[src/rtl/audiodac_pkg.sv]
// Shared definitions for the DAC FIFO feeder: FSM state encoding and default sizing.
package audiodac_pkg;

  localparam int DW_DEF     = 16;
  localparam int TO_CYC_DEF = 255;
  localparam int TO_W_DEF   = 8;

  typedef enum logic [1:0] {
    IDLE = 2'd0,
    REQ  = 2'd1,
    REL  = 2'd2
  } state_t;

endpackage

[src/rtl/rr_arb2.sv]
// Two-way round-robin arbiter; the pointer names the channel that wins a tie.
module rr_arb2 (
  input  logic       clk,
  input  logic       rst,
  input  logic [1:0] req,
  input  logic       adv,
  output logic [1:0] gnt,
  output logic       gnt_idx
);

  logic ptr;

  always_comb begin
    gnt_idx = 1'b0;
    gnt     = 2'b00;
    case (req)
      2'b01:   gnt_idx = 1'b0;
      2'b10:   gnt_idx = 1'b1;
      2'b11:   gnt_idx = ptr;
      default: gnt_idx = 1'b0;
    endcase
    if (req != 2'b00) gnt = gnt_idx ? 2'b10 : 2'b01;
  end

  // The channel just granted loses the next tie.
  always_ff @(posedge clk or posedge rst) begin
    if (rst)                       ptr <= 1'b0;
    else if (adv && req != 2'b00)  ptr <= ~gnt_idx;
  end

endmodule

[src/rtl/dac_fifo_feeder_arb.sv]
// Shares one registered sample bus between two sources, each feeding its own DAC FIFO
// through a 4-phase rdy/ack handshake with a per-phase timeout.
module dac_fifo_feeder_arb
  import audiodac_pkg::*;
#(
  parameter int DW     = DW_DEF,
  parameter int TO_CYC = TO_CYC_DEF,
  parameter int TO_W   = TO_W_DEF
) (
  input  logic          clk_i,
  input  logic          rst_i,
  input  logic [DW-1:0] s0_dat_i,
  input  logic          s0_vld_i,
  output logic          s0_rdy_o,
  input  logic [DW-1:0] s1_dat_i,
  input  logic          s1_vld_i,
  output logic          s1_rdy_o,
  input  logic [1:0]    en_i,
  output logic [DW-1:0] fifo_dat_o,
  output logic          fifo_rdy0_o,
  input  logic          fifo_ack0_i,
  input  logic          fifo_full0_i,
  output logic          fifo_rdy1_o,
  input  logic          fifo_ack1_i,
  input  logic          fifo_full1_i,
  input  logic          err_clr_i,
  output logic [1:0]    err_o,
  output logic          busy_o,
  output logic          gnt_o
);

  state_t          state_q, state_d;
  logic [TO_W-1:0] cnt_q, cnt_d, cnt_inc;
  logic [DW-1:0]   dat_q, dat_d;
  logic [1:0]      rdy_q, rdy_d;
  logic [1:0]      err_q, err_d, err_set;
  logic            gnt_q, gnt_d;
  logic [1:0]      elig, arb_req, arb_gnt;
  logic            arb_idx, arb_adv;
  logic            ack_sel, tc;

  assign elig[0] = s0_vld_i & en_i[0] & ~fifo_full0_i;
  assign elig[1] = s1_vld_i & en_i[1] & ~fifo_full1_i;

  assign arb_req = (state_q == IDLE) ? elig : 2'b00;
  assign arb_adv = (state_q == IDLE);

  rr_arb2 u_arb (
    .clk     (clk_i),
    .rst     (rst_i),
    .req     (arb_req),
    .adv     (arb_adv),
    .gnt     (arb_gnt),
    .gnt_idx (arb_idx)
  );

  // Only the owning channel's ack matters; the other one is ignored.
  assign ack_sel = gnt_q ? fifo_ack1_i : fifo_ack0_i;
  assign tc      = (cnt_q == TO_W'(TO_CYC - 1));
  assign cnt_inc = (cnt_q == {TO_W{1'b1}}) ? cnt_q : cnt_q + TO_W'(1);

  always_comb begin
    state_d  = state_q;
    cnt_d    = cnt_q;
    dat_d    = dat_q;
    rdy_d    = rdy_q;
    gnt_d    = gnt_q;
    err_set  = 2'b00;
    s0_rdy_o = 1'b0;
    s1_rdy_o = 1'b0;
    case (state_q)
      IDLE: begin
        if (arb_gnt != 2'b00) begin
          s0_rdy_o = arb_gnt[0];
          s1_rdy_o = arb_gnt[1];
          dat_d    = arb_idx ? s1_dat_i : s0_dat_i;
          rdy_d    = arb_gnt;
          gnt_d    = arb_idx;
          cnt_d    = '0;
          state_d  = REQ;
        end
      end
      REQ: begin
        if (ack_sel) begin
          rdy_d   = 2'b00;
          cnt_d   = '0;
          state_d = REL;
        end else if (tc) begin
          rdy_d            = 2'b00;
          err_set[gnt_q]   = 1'b1;
          state_d          = IDLE;
        end else begin
          cnt_d = cnt_inc;
        end
      end
      REL: begin
        if (!ack_sel) begin
          state_d = IDLE;
        end else if (tc) begin
          err_set[gnt_q] = 1'b1;
          state_d        = IDLE;
        end else begin
          cnt_d = cnt_inc;
        end
      end
      default: begin
        rdy_d   = 2'b00;
        state_d = IDLE;
      end
    endcase
  end

  // A timeout set beats a simultaneous clear on the same bit.
  assign err_d = (err_q & ~{2{err_clr_i}}) | err_set;

  always_ff @(posedge clk_i or posedge rst_i) begin
    if (rst_i) begin
      state_q <= IDLE;
      cnt_q   <= '0;
      dat_q   <= '0;
      rdy_q   <= 2'b00;
      err_q   <= 2'b00;
      gnt_q   <= 1'b0;
    end else begin
      state_q <= state_d;
      cnt_q   <= cnt_d;
      dat_q   <= dat_d;
      rdy_q   <= rdy_d;
      err_q   <= err_d;
      gnt_q   <= gnt_d;
    end
  end

  assign fifo_dat_o  = dat_q;
  assign fifo_rdy0_o = rdy_q[0];
  assign fifo_rdy1_o = rdy_q[1];
  assign err_o       = err_q;
  assign gnt_o       = gnt_q;
  assign busy_o      = (state_q != IDLE);

endmodule

[config.mk]
export PLATFORM = sky130hd
export DESIGN_NAME = dac_fifo_feeder_arb
export DESIGN_NICKNAME = d
export VERILOG_FILES = /design/src/rtl/audiodac_pkg.sv /design/src/rtl/rr_arb2.sv /design/src/rtl/dac_fifo_feeder_arb.sv
export SDC_FILE = /design/constraint.sdc
export NUM_CORES = 1
export LEC_CHECK = 0
export ABC_AREA = 1
export CELL_PAD_IN_SITES_DETAIL_PLACEMENT = 1
export CELL_PAD_IN_SITES_GLOBAL_PLACEMENT = 1
export CORE_MARGIN = 3
export CORE_UTILIZATION = 33
export DETAILED_ROUTE_END_ITERATION = 6
export PLACE_DENSITY = 0.81
export SETUP_SLACK_MARGIN = 0.3
export SLEW_MARGIN = 20
export SYNTH_ARGS = -nofsm -noshare
export SYNTH_HDL_FRONTEND = slang
export SYNTH_SLANG_ARGS = --single-unit
[constraint.sdc]
create_clock -name clk_i -period 4.52 [get_ports clk_i]
set_clock_uncertainty 0.2 [all_clocks]
set_input_delay 0.678 -clock clk_i [delete_from_list [all_inputs] [get_ports clk_i]]
set_output_delay 0.678 -clock clk_i [all_outputs]
set_load 0.005 [all_outputs]
Yosys cells after proc, flatten, opt, wreduce, memory -nomap -nowiden
Index checks and enable logic that the tools add are counted.
- reductions and logical operators: 10
- multiplexer cells: 31
- magnitude comparators: 2
- bitwise gates (word level): 11
- add/subtract/negate cells: 1
- eq/ne operators: 9
- operators by type and width (operator ; number):
    $mux 8 ; 5
    $mux 2 ; 13
    $pmux 8 s3 ; 1
    $eq 8x8->1 const B ; 2
    $mux 16 ; 1
    $pmux 2 s3 ; 2
    $add 8x1->8 const B ; 1
    $eq 2x2->1 const B ; 3
    $mux 1 ; 6
    $reduce_and 3->1 ; 2
    $reduce_bool 2->1 ; 3
    $and 1x1->1 ; 4
    $ne 2x2->1 const B ; 2
    $not 1->1 ; 4
    $pmux 2 s2 ; 1
    $ne 3x3->1 const B ; 1
    $reduce_bool 3->1 ; 1
    $and 2x2->2 ; 1
    $eq 2x1->1 const B ; 1
    $logic_and 1x1->1 ; 2
    $logic_not 2->1 ; 1
    $lt 1x2->1 const B ; 1
    $not 2->2 ; 1
    $or 2x2->2 ; 1
    4 further kinds ; 4
- bits in registers: 32
- word-level logic and storage cells: 71

Depth between registers and ports, before layout
- depth in word-level cells: 10
- gate-level depth with buffers: 10
- mapped depth without buffers: 10

Hierarchy
Synthesis repeated with hierarchy kept, for this count alone.
- cell total of the unflattened synthesis: 262
- area, all modules: 1968.1 µm²
- by module, submodules not included (module ; times used ; area each (µm²) ; cells each):
    dac_fifo_feeder_arb ; 1 ; 1896.8 ; 252
    rr_arb2 ; 1 ; 71.3 ; 10

Worst setup path before layout
No wires, ideal clock.
- kind: in2out
- start: input fifo_full1_i
- end: output s1_rdy_o
- arrival: 1337 ps
- setup slack: 2305 ps
- stages: 6
- data required time: 3642 ps
- cells stage by stage: inv_1 -> nand3_2 -> nor2_4 -> inv_2 -> a21oi_4 -> buf_6
- longest elaborated chain between the ends: 10
- ends and longest elaborated chain (item ; RTL line ; source):
    start: declaration ; dac_fifo_feeder_arb.sv:25 ; input logic fifo_full1_i,
    $not 1->1 (*) ; dac_fifo_feeder_arb.sv:43 ; assign elig[1] = s1_vld_i & en_i[1] & ~fifo_full1_i;
    $and 1x1->1 (*) ; dac_fifo_feeder_arb.sv:43 ;
    $mux 2 (*) ; dac_fifo_feeder_arb.sv:45 ; assign arb_req = (state_q == IDLE) ? elig : 2'b00;
    $eq 2x2->1 ; rr_arb2.sv:16 ; case (req)
    $pmux 1 s2 ; rr_arb2.sv:16 ;
    $mux 2 ; rr_arb2.sv:22 ; if (req != 2'b00) gnt = gnt_idx ? 2'b10 : 2'b01;
    $mux 2 (*) ; rr_arb2.sv:22 ;
    $reduce_bool 2->1 ; dac_fifo_feeder_arb.sv:73 ; if (arb_gnt != 2'b00) begin
    $mux 1 (*) ; dac_fifo_feeder_arb.sv:73 ;
    $mux 1 (*) ; dac_fifo_feeder_arb.sv:71 ; case (state_q)
    end: declaration ; dac_fifo_feeder_arb.sv:17 ; output logic s1_rdy_o,
Mark *: on every way between the ends. The rest lies on a longest branch, timed or not.

Final worst setup path
- start: input s1_vld_i
- end: output s1_rdy_o
- longest elaborated chain between the ends: 10
- ends and longest elaborated chain (item ; RTL line ; source):
    start: declaration ; dac_fifo_feeder_arb.sv:16 ; input logic s1_vld_i,
    $and 1x1->1 (*) (2 in series) ; dac_fifo_feeder_arb.sv:43 ;
    $mux 2 (*) ; dac_fifo_feeder_arb.sv:45 ;
    $eq 2x2->1 ; rr_arb2.sv:16 ;
    $pmux 1 s2 ; rr_arb2.sv:16 ;
    $mux 2 ; rr_arb2.sv:22 ;
    $mux 2 (*) ; rr_arb2.sv:22 ;
    $reduce_bool 2->1 ; dac_fifo_feeder_arb.sv:73 ;
    $mux 1 (*) ; dac_fifo_feeder_arb.sv:73 ;
    $mux 1 (*) ; dac_fifo_feeder_arb.sv:71 ;
Marked as above.

==> results.yml <==
status:
  status: "finished clean"
worst_setup_path:
  worst_path_max_delay_cell: "clkdlybuf4s50_1"
  crit_chain: "clkdlybuf4s50_1, nand3_2, nor2_4, inv_2, a21oi_4, buf_4, clkdlybuf4s50_1"
  r2r-end: "fifo_dat_o[0]$_DFFE_PP0P_"
  path_max_fanout: 18
  cp_common_cell: "clkdlybuf4s50_1"
  reg2reg_slack_ns: 2.51
  critical_path_arrival_ns: 2.36
  endpoint: "s1_rdy_o"
  cp_slowest_stage_delay_ns: 0.54
  startpoint_type: "primary input"
  timing.rr.start: "state_q[0]$_DFFE_PP0P_"
  crit_required_ns: 3.64
  ff2ff_path_depth: 7
  endpoint_kind: "output port"
  worst-setup-path-type: "primary input to output port"
  critPathLaunch: "s1_vld_i"
place:
  pre_cts_ws_ns: 1.29
  hpwl_um: 4270
  io_buffers: 66
  gp_congestion: 0.786
sta:
  fin_crit_sh_pct: 71.5
  drv_slew: 0
  layout_setup_ws_ns: 1.29
  max_slew_margin_pct: 52.1
  setup_viol: 0
  max_freq_mhz: 309
  period_minus_slack_ns: 3.23
  tns_ns: 0
  hold_viol: 0
  rsz0062_at_grt: "false"
  max_slew.worst_pin.slew_ns: 0.718
clocking:
  clk_pin_slew_worst_paths_ns: 0.07
  clockBufferDepth: 2
  cts_tree: "built"
  cts-htree-levels: 2
  cts_repair_resize_count: 0
  numCtsBuffers: 5
  insertion_delay_ns: 0.29
  post_cts.repair.setup_buffers: 0
  cts_root_buffer: "clkbuf_8"
  cts.sinks: 32
  ctsHoldBuffers: 0
route:
  drt_iter0_drc: 73
  wire_per_inst_um: 14.7
  wl_um: 5680
  vias: 1847
  drt_drc_violations_left: 0
  drtPass1Iterations: 4
  via_per_inst: 4.77
  ant_nets: 0
cells_and_area:
  drive_above_1_share_pct: 5.99
  antenna_cells: 0
  multi_input_area_um2: 851
  regArea_um2: 801
  area_growth_pct: 47.2
  finalNetCount: 365
  fin_util_pct: 51.1
  nFillCells: 641
logic_synthesis:
  yosys.area.top_type: "dfrtp_1"
  syn_area_mm2: 0.00180
  synthArstFlopShare_pct: 100
  yosysWarnings: 0
  netlist-cell-type-count: 21
  synth_common_cells: "108 x nand2_1, 39 x nand3_1, 32 x dfrtp_1, 28 x inv_1"
  ys_seq_elements: 32
  synth_cells: 244
  synth.area.top_cells: "dfrtp_1 45%, nand2_1 23%, nand3_1 11%"
  synth_top_area_share_pct: 44.6
  yosysMostFrequentCell: "nand2_1"
  synth_seq_area_share_pct: 44.6
  syn_avg_cell_area_um2: 7.36
  synth_edf_count: 0
  syn_nets: 293
  ys.flop_type: "dfrtp_1"
job:
  drv_cap: 0
floorplan:
  dieWidth_um: 79.8
  die_area_mm2: 0.00636
  boundaryPins: 67
  core.rowCount: 26
  start_util_pct: 34.7
  core_mm2: 0.00517
  die_h_um: 79.8
pwr:
  irDropWorstVdd_uv: 235
  power_leakage_nw: 1.30
  p_per_area_mw_per_mm2: 503
  finalPower_mw: 1.33
global_routing:
  grt_max_degree: 33
  grt_pass1_vias: 1998
  overflow: 0
  antenna_found_initial: 0
  grt_pass1_wl_um: 9660
  grt_usage_pct: 19.5
hold_path:
  hold_class: "flop to flop"
layout by cell type, fill, tap and decap left out:
master           netlist  final
nand3_1               39     39
nand3b_1               1      1
clkdlybuf4s50_1        0     66
clkbuf_1               0      1
xnor2_1                1      1
bufinv_16              0      1
o21bai_1               1      1
nor2_2                 1      1
xor2_1                 2      2
inv_1                 28     28
a21oi_1                2      2
clkbuf_8               0      5
o21ai_0                6      6
nor2_4                 3      3
buf_4                  2      3
dfrtp_1               32     32
ha_1                   6      6
nand3_2                1      1
a21oi_2                1      1
inv_2                  2      2
clkinv_2               0      1
nand2_1              108    108
nor2_1                 5      5
a21oi_4                1      1
through the flow:
stage          hold WS (ns)  cell area [um2]  cells
6_report              0.281             2640    387
5_1_grt               0.328             2640    387
4_1_cts               0.288             2640    387
3_5_place_dp          0.271             2530    379
3_3_place_gp          0.268             2530    379
2_1_floorplan         0.272             1800    244
final cells by class:
| type | count | area share (%) |
|---|---|---|
| Tap cell | 70 | 3.31 |
| Clock buffer | 6 | 2.75 |
| Multi-Input combinational cell | 178 | 32.2 |
| Clock inverter | 2 | 1.33 |
| Inverter | 30 | 4.26 |
| Sequential cell | 32 | 30.3 |
| Timing Repair Buffer | 69 | 25.9 |
power by group:
group          leakage [nW]  internal [mW]  switching, mW
logic                 0.831          0.291          0.311
clock network        0.0552          0.164          0.112
registers             0.412          0.384         0.0662
worst min path at each step:
stage / startpoint / endpoint / slack [ns] / depth (start not counted)
detailed placement: rdy_q[0]$_DFFE_PP0P_ / rdy_q[0]$_DFFE_PP0P_ / 0.27 / 2
CTS: rdy_q[0]$_DFFE_PP0P_ / rdy_q[0]$_DFFE_PP0P_ / 0.29 / 2
floorplan: rdy_q[0]$_DFFE_PP0P_ / rdy_q[0]$_DFFE_PP0P_ / 0.27 / 2
global route: rdy_q[0]$_DFFE_PP0P_ / rdy_q[0]$_DFFE_PP0P_ / 0.33 / 2
finish: rdy_q[0]$_DFFE_PP0P_ / rdy_q[0]$_DFFE_PP0P_ / 0.28 / 2
global placement: rdy_q[0]$_DFFE_PP0P_ / rdy_q[0]$_DFFE_PP0P_ / 0.27 / 2
worst max-delay path: cells and delay by family:
kind            cells  cell delay, ns
buf+inv             4            1.31
simple gates        2            0.25
compound gates      1            0.10
sequential cells by signal (all words and copies together), names as in the netlist:
register,cells
rdy_q,2
gnt_o,1
fifo_dat_o,16
cnt_q,8
u_arb.ptr,1
err_o,2
state_q,2
cell families (layout without fill, tap and decap cells):
logic type	Yosys count	after routing	synth area share (%)
AOI/OAI and AO/OA	11	11	4.04
DFF	32	32	44.6
and+or+nand+nor	158	158	37.7
adders and majority gates	6	6	4.18
xor gates and xnor gates	3	3	1.46
buffers and inverters	34	107	8.01
metal layers:
layer	vias to the layer above	global-route usage (%)	part of all wire, %
met3	9	3.39	3.5
met2	40	34.1	50
met5	-	0	0
met4	0	7.26	1.7
li1	901	-	-
met1	897	23.7	45
No activity file was read; power rests on OpenSTA's default activity.
